==> src/rtl/spi_pkg.sv <==
// -----------------------------------------------------------------------------
// spi_pkg
// Shared constants, FSM state encoding and frame-building helper for the
// SPI register-access master.
//   ADDR_W / DATA_W / FRAME_BITS : field and frame widths (7 + 1 + 8 = 16)
//   RW_READ / RW_WRITE           : value of the rw bit on the wire
//   state_e                      : master FSM states
//   build_frame()                : assembles the 16-bit MSB-first frame
// -----------------------------------------------------------------------------
package spi_pkg;

  localparam int ADDR_W     = 7;
  localparam int DATA_W     = 8;
  localparam int FRAME_BITS = 16;

  localparam logic RW_READ  = 1'b1;
  localparam logic RW_WRITE = 1'b0;

  // Bit counter must hold 0..FRAME_BITS inclusive without wrapping.
  localparam int BIT_CNT_W = 5;

  // Number of falls before the first data bit; miso is captured on the
  // falls that follow (bits 9..16 of the frame).
  localparam int RX_FIRST_FALL = ADDR_W + 1;

  typedef enum logic [1:0] {
    ST_IDLE  = 2'd0,
    ST_LEAD  = 2'd1,
    ST_SHIFT = 2'd2,
    ST_TRAIL = 2'd3
  } state_e;

  // Frame layout: addr[6:0], rw, then data. Reads send zeros in the data slot.
  function automatic logic [FRAME_BITS-1:0] build_frame(
    input logic              rw,
    input logic [ADDR_W-1:0] addr,
    input logic [DATA_W-1:0] wdata
  );
    logic [DATA_W-1:0] data_field;
    data_field = (rw == RW_READ) ? {DATA_W{1'b0}} : wdata;
    return {addr, rw, data_field};
  endfunction

endpackage

==> src/rtl/spi_sclk_gen.sv <==
// -----------------------------------------------------------------------------
// spi_sclk_gen
// Half-period tick generator for the SPI serial clock.
//   clk   : system clock
//   reset : synchronous active-high reset (counter to 0)
//   en    : count while high
//   clr   : synchronous clear, overrides en
//   tick  : high for one clk cycle every HALF_DIV enabled cycles; the first
//           tick comes HALF_DIV cycles after the counter leaves clear
// -----------------------------------------------------------------------------
module spi_sclk_gen #(
  parameter int HALF_DIV = 2
) (
  input  logic clk,
  input  logic reset,
  input  logic en,
  input  logic clr,
  output logic tick
);

  localparam int CNT_W = $clog2(HALF_DIV) + 1;
  localparam logic [CNT_W-1:0] TERM = CNT_W'(HALF_DIV - 1);

  logic [CNT_W-1:0] cnt_q;
  logic [CNT_W-1:0] cnt_d;

  // Tick is combinational on the count so the master can act on the same
  // edge the counter wraps; the master registers everything it drives out.
  assign tick = en && (cnt_q == TERM);

  always_comb begin
    cnt_d = cnt_q;
    if (clr) begin
      cnt_d = '0;
    end else if (en) begin
      cnt_d = tick ? '0 : cnt_q + CNT_W'(1);
    end
  end

  always_ff @(posedge clk) begin
    if (reset) begin
      cnt_q <= '0;
    end else begin
      cnt_q <= cnt_d;
    end
  end

endmodule

==> src/rtl/spi_master.sv <==
// -----------------------------------------------------------------------------
// spi_master
// Mode-0 SPI master issuing one 16-bit register access per start request:
// 7-bit address, rw bit, 8 data bits, MSB first.
//   clk      : system clock, all state changes on its rising edge
//   reset    : synchronous active-high reset, wins over start
//   start    : one-cycle frame request, only looked at in IDLE
//   rw       : 1 = read, 0 = write (captured with start)
//   addr     : 7-bit register address (captured with start)
//   wdata    : write data (captured with start, unused for reads)
//   busy     : high from start-accept edge until the done edge
//   done     : one-cycle pulse at frame end
//   rdata    : result of the last completed read
//   sclk_pin : serial clock, idles low
//   cs_pin   : chip select, active low
//   mosi_pin : serial data out
//   miso_pin : serial data in
// Every output comes straight from a flop.
// -----------------------------------------------------------------------------
module spi_master
  import spi_pkg::*;
#(
  parameter int HALF_DIV = 2
) (
  input  logic              clk,
  input  logic              reset,
  input  logic              start,
  input  logic              rw,
  input  logic [ADDR_W-1:0] addr,
  input  logic [DATA_W-1:0] wdata,
  output logic              busy,
  output logic              done,
  output logic [DATA_W-1:0] rdata,
  output logic              sclk_pin,
  output logic              cs_pin,
  output logic              mosi_pin,
  input  logic              miso_pin
);

  state_e                  state_q, state_d;
  logic                    sclk_q, sclk_d;
  logic                    cs_q, cs_d;
  logic                    mosi_q, mosi_d;
  logic                    busy_q, busy_d;
  logic                    done_q, done_d;
  logic [DATA_W-1:0]       rdata_q, rdata_d;
  logic                    rw_q, rw_d;
  logic [FRAME_BITS-1:0]   shift_q, shift_d;
  logic [DATA_W-1:0]       rx_q, rx_d;
  logic [BIT_CNT_W-1:0]    bit_cnt_q, bit_cnt_d;

  logic                    tick;
  logic                    div_en;
  logic                    div_clr;
  logic [FRAME_BITS-1:0]   frame;

  // Divider runs for the whole frame and is held cleared in IDLE so LEAD
  // always lasts exactly HALF_DIV cycles after the accept edge.
  assign div_en  = (state_q != ST_IDLE);
  assign div_clr = (state_q == ST_IDLE);

  spi_sclk_gen #(
    .HALF_DIV (HALF_DIV)
  ) u_sclk_gen (
    .clk   (clk),
    .reset (reset),
    .en    (div_en),
    .clr   (div_clr),
    .tick  (tick)
  );

  assign frame = build_frame(rw, addr, wdata);

  always_comb begin
    state_d   = state_q;
    sclk_d    = sclk_q;
    cs_d      = cs_q;
    mosi_d    = mosi_q;
    busy_d    = busy_q;
    done_d    = 1'b0;
    rdata_d   = rdata_q;
    rw_d      = rw_q;
    shift_d   = shift_q;
    rx_d      = rx_q;
    bit_cnt_d = bit_cnt_q;

    case (state_q)
      ST_IDLE: begin
        sclk_d = 1'b0;
        if (start) begin
          rw_d      = rw;
          shift_d   = frame;
          mosi_d    = frame[FRAME_BITS-1];
          cs_d      = 1'b0;
          busy_d    = 1'b1;
          bit_cnt_d = '0;
          rx_d      = '0;
          state_d   = ST_LEAD;
        end
      end

      ST_LEAD: begin
        if (tick) begin
          sclk_d  = 1'b1;
          state_d = ST_SHIFT;
        end
      end

      ST_SHIFT: begin
        if (tick) begin
          if (!sclk_q) begin
            sclk_d = 1'b1;
          end else begin
            // Falling edge: capture miso for the data half, then present
            // the next bit so mosi is stable across the following rise.
            sclk_d    = 1'b0;
            bit_cnt_d = bit_cnt_q + BIT_CNT_W'(1);
            if (bit_cnt_q >= BIT_CNT_W'(RX_FIRST_FALL)) begin
              rx_d = {rx_q[DATA_W-2:0], miso_pin};
            end
            if (bit_cnt_q == BIT_CNT_W'(FRAME_BITS - 1)) begin
              state_d = ST_TRAIL;
            end else begin
              shift_d = {shift_q[FRAME_BITS-2:0], 1'b0};
              mosi_d  = shift_q[FRAME_BITS-2];
            end
          end
        end
      end

      ST_TRAIL: begin
        if (tick) begin
          state_d = ST_IDLE;
          cs_d    = 1'b1;
          mosi_d  = 1'b0;
          busy_d  = 1'b0;
          done_d  = 1'b1;
          if (rw_q == RW_READ) begin
            rdata_d = rx_q;
          end
        end
      end

      default: begin
        state_d = ST_IDLE;
        sclk_d  = 1'b0;
        cs_d    = 1'b1;
        mosi_d  = 1'b0;
        busy_d  = 1'b0;
      end
    endcase
  end

  always_ff @(posedge clk) begin
    if (reset) begin
      state_q   <= ST_IDLE;
      sclk_q    <= 1'b0;
      cs_q      <= 1'b1;
      mosi_q    <= 1'b0;
      busy_q    <= 1'b0;
      done_q    <= 1'b0;
      rdata_q   <= '0;
      rw_q      <= RW_WRITE;
      shift_q   <= '0;
      rx_q      <= '0;
      bit_cnt_q <= '0;
    end else begin
      state_q   <= state_d;
      sclk_q    <= sclk_d;
      cs_q      <= cs_d;
      mosi_q    <= mosi_d;
      busy_q    <= busy_d;
      done_q    <= done_d;
      rdata_q   <= rdata_d;
      rw_q      <= rw_d;
      shift_q   <= shift_d;
      rx_q      <= rx_d;
      bit_cnt_q <= bit_cnt_d;
    end
  end

  assign busy     = busy_q;
  assign done     = done_q;
  assign rdata    = rdata_q;
  assign sclk_pin = sclk_q;
  assign cs_pin   = cs_q;
  assign mosi_pin = mosi_q;

endmodule

==> config.mk <==
export PLATFORM = sky130hd
export DESIGN_NAME = spi_master
export DESIGN_NICKNAME = d
export VERILOG_FILES = /design/src/rtl/spi_pkg.sv /design/src/rtl/spi_sclk_gen.sv /design/src/rtl/spi_master.sv
export SDC_FILE = /design/constraint.sdc
export NUM_CORES = 1
export LEC_CHECK = 0
export CORE_MARGIN = 2
export CORE_UTILIZATION = 50
export CTS_BUF_LIST = sky130_fd_sc_hd__clkbuf_8
export CTS_CLUSTER_DIAMETER = 200
export DETAILED_ROUTE_END_ITERATION = 16
export PLACE_DENSITY = 0.79
export SETUP_SLACK_MARGIN = 0.02
export SYNTH_ARGS = -nofsm -noshare
export SYNTH_HDL_FRONTEND = slang
export SYNTH_SLANG_ARGS = --single-unit
==> constraint.sdc <==
create_clock -name clk -period 1.8 [get_ports clk]
set_input_delay 0.27 -clock clk [delete_from_list [all_inputs] [get_ports clk]]
set_output_delay 0.27 -clock clk [all_outputs]
set_load 0.05 [all_outputs]
==> run summary <==
YOSYS
--------------------------------------------------------------------------------------
Part of the Yosys area used for sequential elements                              44.1%
Multiplexer share of the synthesized area                                        7.67%
Synthesized flop and latch total                                                    46
Dominant combinational cell family by area after synthesis                compound AO/OA/AOI/OAI gates
Synth Net Count                                                                    254
Fraction of the mapped netlist area in compound gates                            23.8%
Synth Area in XOR/XNOR                                                              0%
Area of the mapped netlist                                                    2090 µm²
Cells after Synth                                                                  226
Post-Synth Adder-Cell Area                                                       4.79%
Unique cell type count in the Yosys netlist                                         37
Average cell area after synthesis                                             9.24 µm²
Simple-gate share of the synthesized area                                        14.1%
Syn. warnings                                                                        0

PLACED DESIGN
--------------------------------------------------------------------------------------
Standard cell area after detailed placement                                   2580 µm²
Weighted congestion reported at the end of routability-driven placement          0.828
Dpl hpwl                                                                       2.96 mm
Post-placement setup slack                                                  -0.0935 ns
PortBufs                                                                            32

TIMING
--------------------------------------------------------------------------------------
Achievable clock frequency                                                     582 MHz
Ratio of final minimum period to clock period                                    95.5%
Final setup violation count                                                          0
Final sum of negative setup slack                                                 0 ns
Final critical path time including I/O delays and setup                        1.72 ns
Slew @ Worst Pin                                                              0.499 ns
Pins over their slew limit                                                           0
Worst Skew                                                                  0.00750 ns
Number of endpoints with negative hold slack in the final report                     0
Worst setup margin                                                           0.0805 ns
RSZ-0062 raised after global routing                                               yes
Worst max-slew margin expressed relative to the limit                            66.7%

SETUP PATH
--------------------------------------------------------------------------------------
Largest stage delay, worst path                                                0.80 ns
Family with the most delay on the worst path                              buffers and inverters
Arrival time worst endpoint                                                    1.45 ns
Critical Path, Cell by Cell                                               clkdlybuf4s50_1
Buffers plus inverters on the worst setup path                                       1
Max stage delay cell, worst path                                          sky130_fd_sc_hd__clkdlybuf4s50_1
Worst reg2reg startpoint                                                    state_q[1]
Worst Path Required                                                            1.53 ns
Launching instance or port of the critical path                               rdata[2]
Startpoint kind of the worst setup timing path                                register
CP Max Fanout                                                                        2
Crit path capture type                                                    primary output
Crit path kind                                                              reg -> out
Reg2Reg Capture Point                                                          rx_q[6]
Worst r2r path cells                                                                 8
Flop2flop setup slack                                                          0.09 ns

PWR
--------------------------------------------------------------------------------------
Net load switching power                                                       1400 µW
Combinational Power Share                                                        45.1%
Seq pwr share                                                                    34.7%
Internal power consumption                                                     2390 µW
Worst IR Drop VDD                                                           0.000856 V
Total Power Consumption                                                        3790 µW
Static power due to leakage                                                 0.00103 µW
Switching portion of total power                                                 36.9%
Part of the total power dissipated in the clock network                          20.3%
Power density cells                                                        1350 nW/µm²

MIN PATH
--------------------------------------------------------------------------------------
Min-Delay Path Class                                                        reg -> reg
Worst-case hold path end point                                                    rw_q
Number of cells on the worst hold path                                               2
Startpoint of the lowest-slack hold path                                          rw_q

CLOCK TREE
--------------------------------------------------------------------------------------
CTS sink count                                                                      46
TritonCTS clock tree                                                              done
Cell at the root of the clock tree                                        sky130_fd_sc_hd__clkbuf_8
H-tree lvl count                                                                     2
Deepest clock path buffer count                                                      2
Clock Pin Slew Worst Setup and Hold Paths                                      0.09 ns
Clock latency on the worst-skew pair                                           0.30 ns
Hold bufs inserted after CTS                                                         0
CTS Buf Count                                                                        5

DIE
--------------------------------------------------------------------------------------
Effective utilization at floorplan                                               52.2%
Io pins                                                                             33
Row Count                                                                           23
Area of the core                                                              4000 µm²
Die Area                                                                      4710 µm²
Width of the die                                                               68.6 µm
Height of the die                                                              68.6 µm

GLOBAL ROUTE
--------------------------------------------------------------------------------------
Via count of the first global-routing pass                                        1662
Global-route wire length before repair                                         7.53 mm
Combined global-route utilization of all metal layers                            21.4%
Antenna violations before repair                                                     0
Pin count of the biggest net entering global routing                                29
Overflow left after global routing                                                   0

DETAILED ROUTING
--------------------------------------------------------------------------------------
Initial drt markers                                                                186
DR pass1 iterations                                                                  4
Final routed wirelength across all metal layers                                4.75 mm
Post-route DRC                                                                       0
Detail-routed via count per cell                                                  5.66
Antenna Violating Nets Remaining                                                     0
Via Count                                                                         1841
Per-cell routed wire length                                                    14.6 µm

LAYOUT
--------------------------------------------------------------------------------------
Total area of multi-input combinational cells                                 1140 µm²
Area added between synthesis and finish                                          34.7%
Number of antenna cells inserted                                                     0
Share of post-route cells with drive strength above 1                            18.2%
# nets final                                                                       302
Area taken by flip-flops and latches                                           926 µm²
Layout fillers                                                                     331
Final design area excluding fillers                                           2810 µm²

OUTCOME
--------------------------------------------------------------------------------------
Outcome                                                                   complete, no violations

JOB
--------------------------------------------------------------------------------------
Max_cap viols                                                                        0

==> worst register-to-register path, stage by stage, from the launching register on <==
cell                      delay [ns]
sky130_fd_sc_hd__dfxtp_4        0.37
sky130_fd_sc_hd__inv_1          0.07
sky130_fd_sc_hd__ha_4           0.18
sky130_fd_sc_hd__nor3b_4        0.22
sky130_fd_sc_hd__buf_6          0.18
sky130_fd_sc_hd__a31oi_4        0.14
sky130_fd_sc_hd__buf_2          0.20
sky130_fd_sc_hd__o21ai_0        0.16
sky130_fd_sc_hd__a21oi_1        0.08
==> through the flow <==
| step | std cells | hold slack (ns) | utilization, % |
|---|---|---|---|
| after floorplan | 226 | 0.410 | - |
| after global placement | 311 | 0.441 | 64.6 |
| after detailed placement | 311 | 0.444 | 64.6 |
| after CTS | 323 | 0.459 | 68.1 |
| after global routing | 325 | 0.480 | 70.3 |
| final | 325 | 0.460 | 70.3 |
==> flip-flops by register name, indices dropped and copies added, names as in the netlist <==
register	cells
rdata	8
cs_pin	1
rw_q	1
sclk_pin	1
done	1
busy	1
bit_cnt_q	5
u_sclk_gen.cnt_q	2
shift_q	15
rx_q	8
state_q	2
mosi_pin	1
==> synthesized netlist by cell type <==
cell                       count  area, µm²
sky130_fd_sc_hd__nand3_1       4       20.0
sky130_fd_sc_hd__buf_2         5       25.0
sky130_fd_sc_hd__dfxtp_1      46        921
sky130_fd_sc_hd__o21ai_0      13       65.1
sky130_fd_sc_hd__nor3_1        2       10.0
sky130_fd_sc_hd__a21oi_1      31        155
sky130_fd_sc_hd__ha_1          8        100
sky130_fd_sc_hd__nor3b_4       1       18.8
sky130_fd_sc_hd__buf_6         1       11.3
sky130_fd_sc_hd__nor2b_1       1       6.26
sky130_fd_sc_hd__a31o_4        1       17.5
sky130_fd_sc_hd__o21a_1        1       7.51
sky130_fd_sc_hd__a21boi_1      1       7.51
sky130_fd_sc_hd__nand2_1       7       26.3
sky130_fd_sc_hd__o211a_1       1       10.0
sky130_fd_sc_hd__o21bai_1      1       7.51
sky130_fd_sc_hd__mux2i_1      16        160
sky130_fd_sc_hd__and3_1        2       12.5
sky130_fd_sc_hd__clkbuf_1      6       22.5
sky130_fd_sc_hd__or3_1         5       31.3
sky130_fd_sc_hd__buf_1         1       3.75
sky130_fd_sc_hd__and3b_1       1       8.76
sky130_fd_sc_hd__nand4_1       8       50.1
sky130_fd_sc_hd__nand2b_1      4       25.0
sky130_fd_sc_hd__o221a_2       1       11.3
sky130_fd_sc_hd__a22oi_1       8       60.1
sky130_fd_sc_hd__a211oi_1     14        105
sky130_fd_sc_hd__and2_1        1       6.26
sky130_fd_sc_hd__a311oi_1      1       8.76
sky130_fd_sc_hd__nor2_1       17       63.8
sky130_fd_sc_hd__inv_1         8       30.0
sky130_fd_sc_hd__buf_4         3       22.5
sky130_fd_sc_hd__a31oi_4       1       21.3
sky130_fd_sc_hd__a31oi_1       1       6.26
sky130_fd_sc_hd__a21boi_0      2       15.0
sky130_fd_sc_hd__nand4b_1      1       8.76
sky130_fd_sc_hd__nor2_2        1       6.26
==> repair_timing <==
item / CTS / global route
endpoints found under the setup margin: 38 / 34
setup buffers: 3 / 0
gates cloned: 1 / 2
pin swaps: 2 / 2
resized for setup: 2 / 22
==> placed cells by master, fill, tap and decap left out, types with 5 or more instances in the layout <==
cell,instances
sky130_fd_sc_hd__o21ai_0,8
sky130_fd_sc_hd__a21oi_1,31
sky130_fd_sc_hd__buf_4,17
sky130_fd_sc_hd__o21ai_1,5
sky130_fd_sc_hd__nand4_1,8
sky130_fd_sc_hd__mux2i_1,16
sky130_fd_sc_hd__ha_1,6
sky130_fd_sc_hd__dfxtp_1,44
sky130_fd_sc_hd__nor2_1,17
sky130_fd_sc_hd__a211oi_1,12
sky130_fd_sc_hd__a22oi_1,8
sky130_fd_sc_hd__inv_1,7
sky130_fd_sc_hd__clkdlybuf4s50_1,30
sky130_fd_sc_hd__nand2_1,7
sky130_fd_sc_hd__clkbuf_8,5
==> logic make-up after synthesis <==
| group | count (synthesis) |
|---|---|
| multiplexers | 16 |
| AND/OR/NAND/NOR | 55 |
| adder cells (fa/ha/maj) | 8 |
| flip-flops | 46 |
| buffers and inverters | 24 |
| AO/OA/AOI/OAI | 77 |
==> worst max-delay path by stage <==
stage	slack [ns]	to	cells past startpoint
after global placement	-0.01	shift_q[11]	6
after global routing	-0.02	shift_q[10]	7
after CTS	0.01	shift_q[11]	7
final	0.08	rdata[2]	1
after floorplan	0.08	bit_cnt_q[3]	6
after detailed placement	-0.09	shift_q[11]	6
==> power by group through the flow <==
stage	combinational [µW]	sequential, µW	clock [µW]
2_1_floorplan	974	1380	0
3_3_place_gp	1450	1310	0
3_5_place_dp	1460	1310	0
4_1_cts	1540	1300	776
5_1_grt	1860	1330	823
6_report	1710	1310	767
==> layer usage <==
| layer | global-route usage [%] | vias up | part of all wire (%) |
|---|---|---|---|
| li1 | - | 925 | - |
| met1 | 27.3 | 855 | 46 |
| met2 | 35.3 | 53 | 47 |
| met3 | 5.19 | 8 | 5.0 |
| met4 | 6.75 | 0 | 2.2 |
| met5 | 0 | - | 0 |
==> cell type report <==
class                      instances  area share [%]
inverter                           8            1.07
clock inverter                     3            1.42
multi-input combinational        158            40.4
clock buffer                       5            2.45
timing repair buffer              55            19.5
tap                               50            2.22
sequential                        46            32.9
Power figures use the tool's default switching activity.
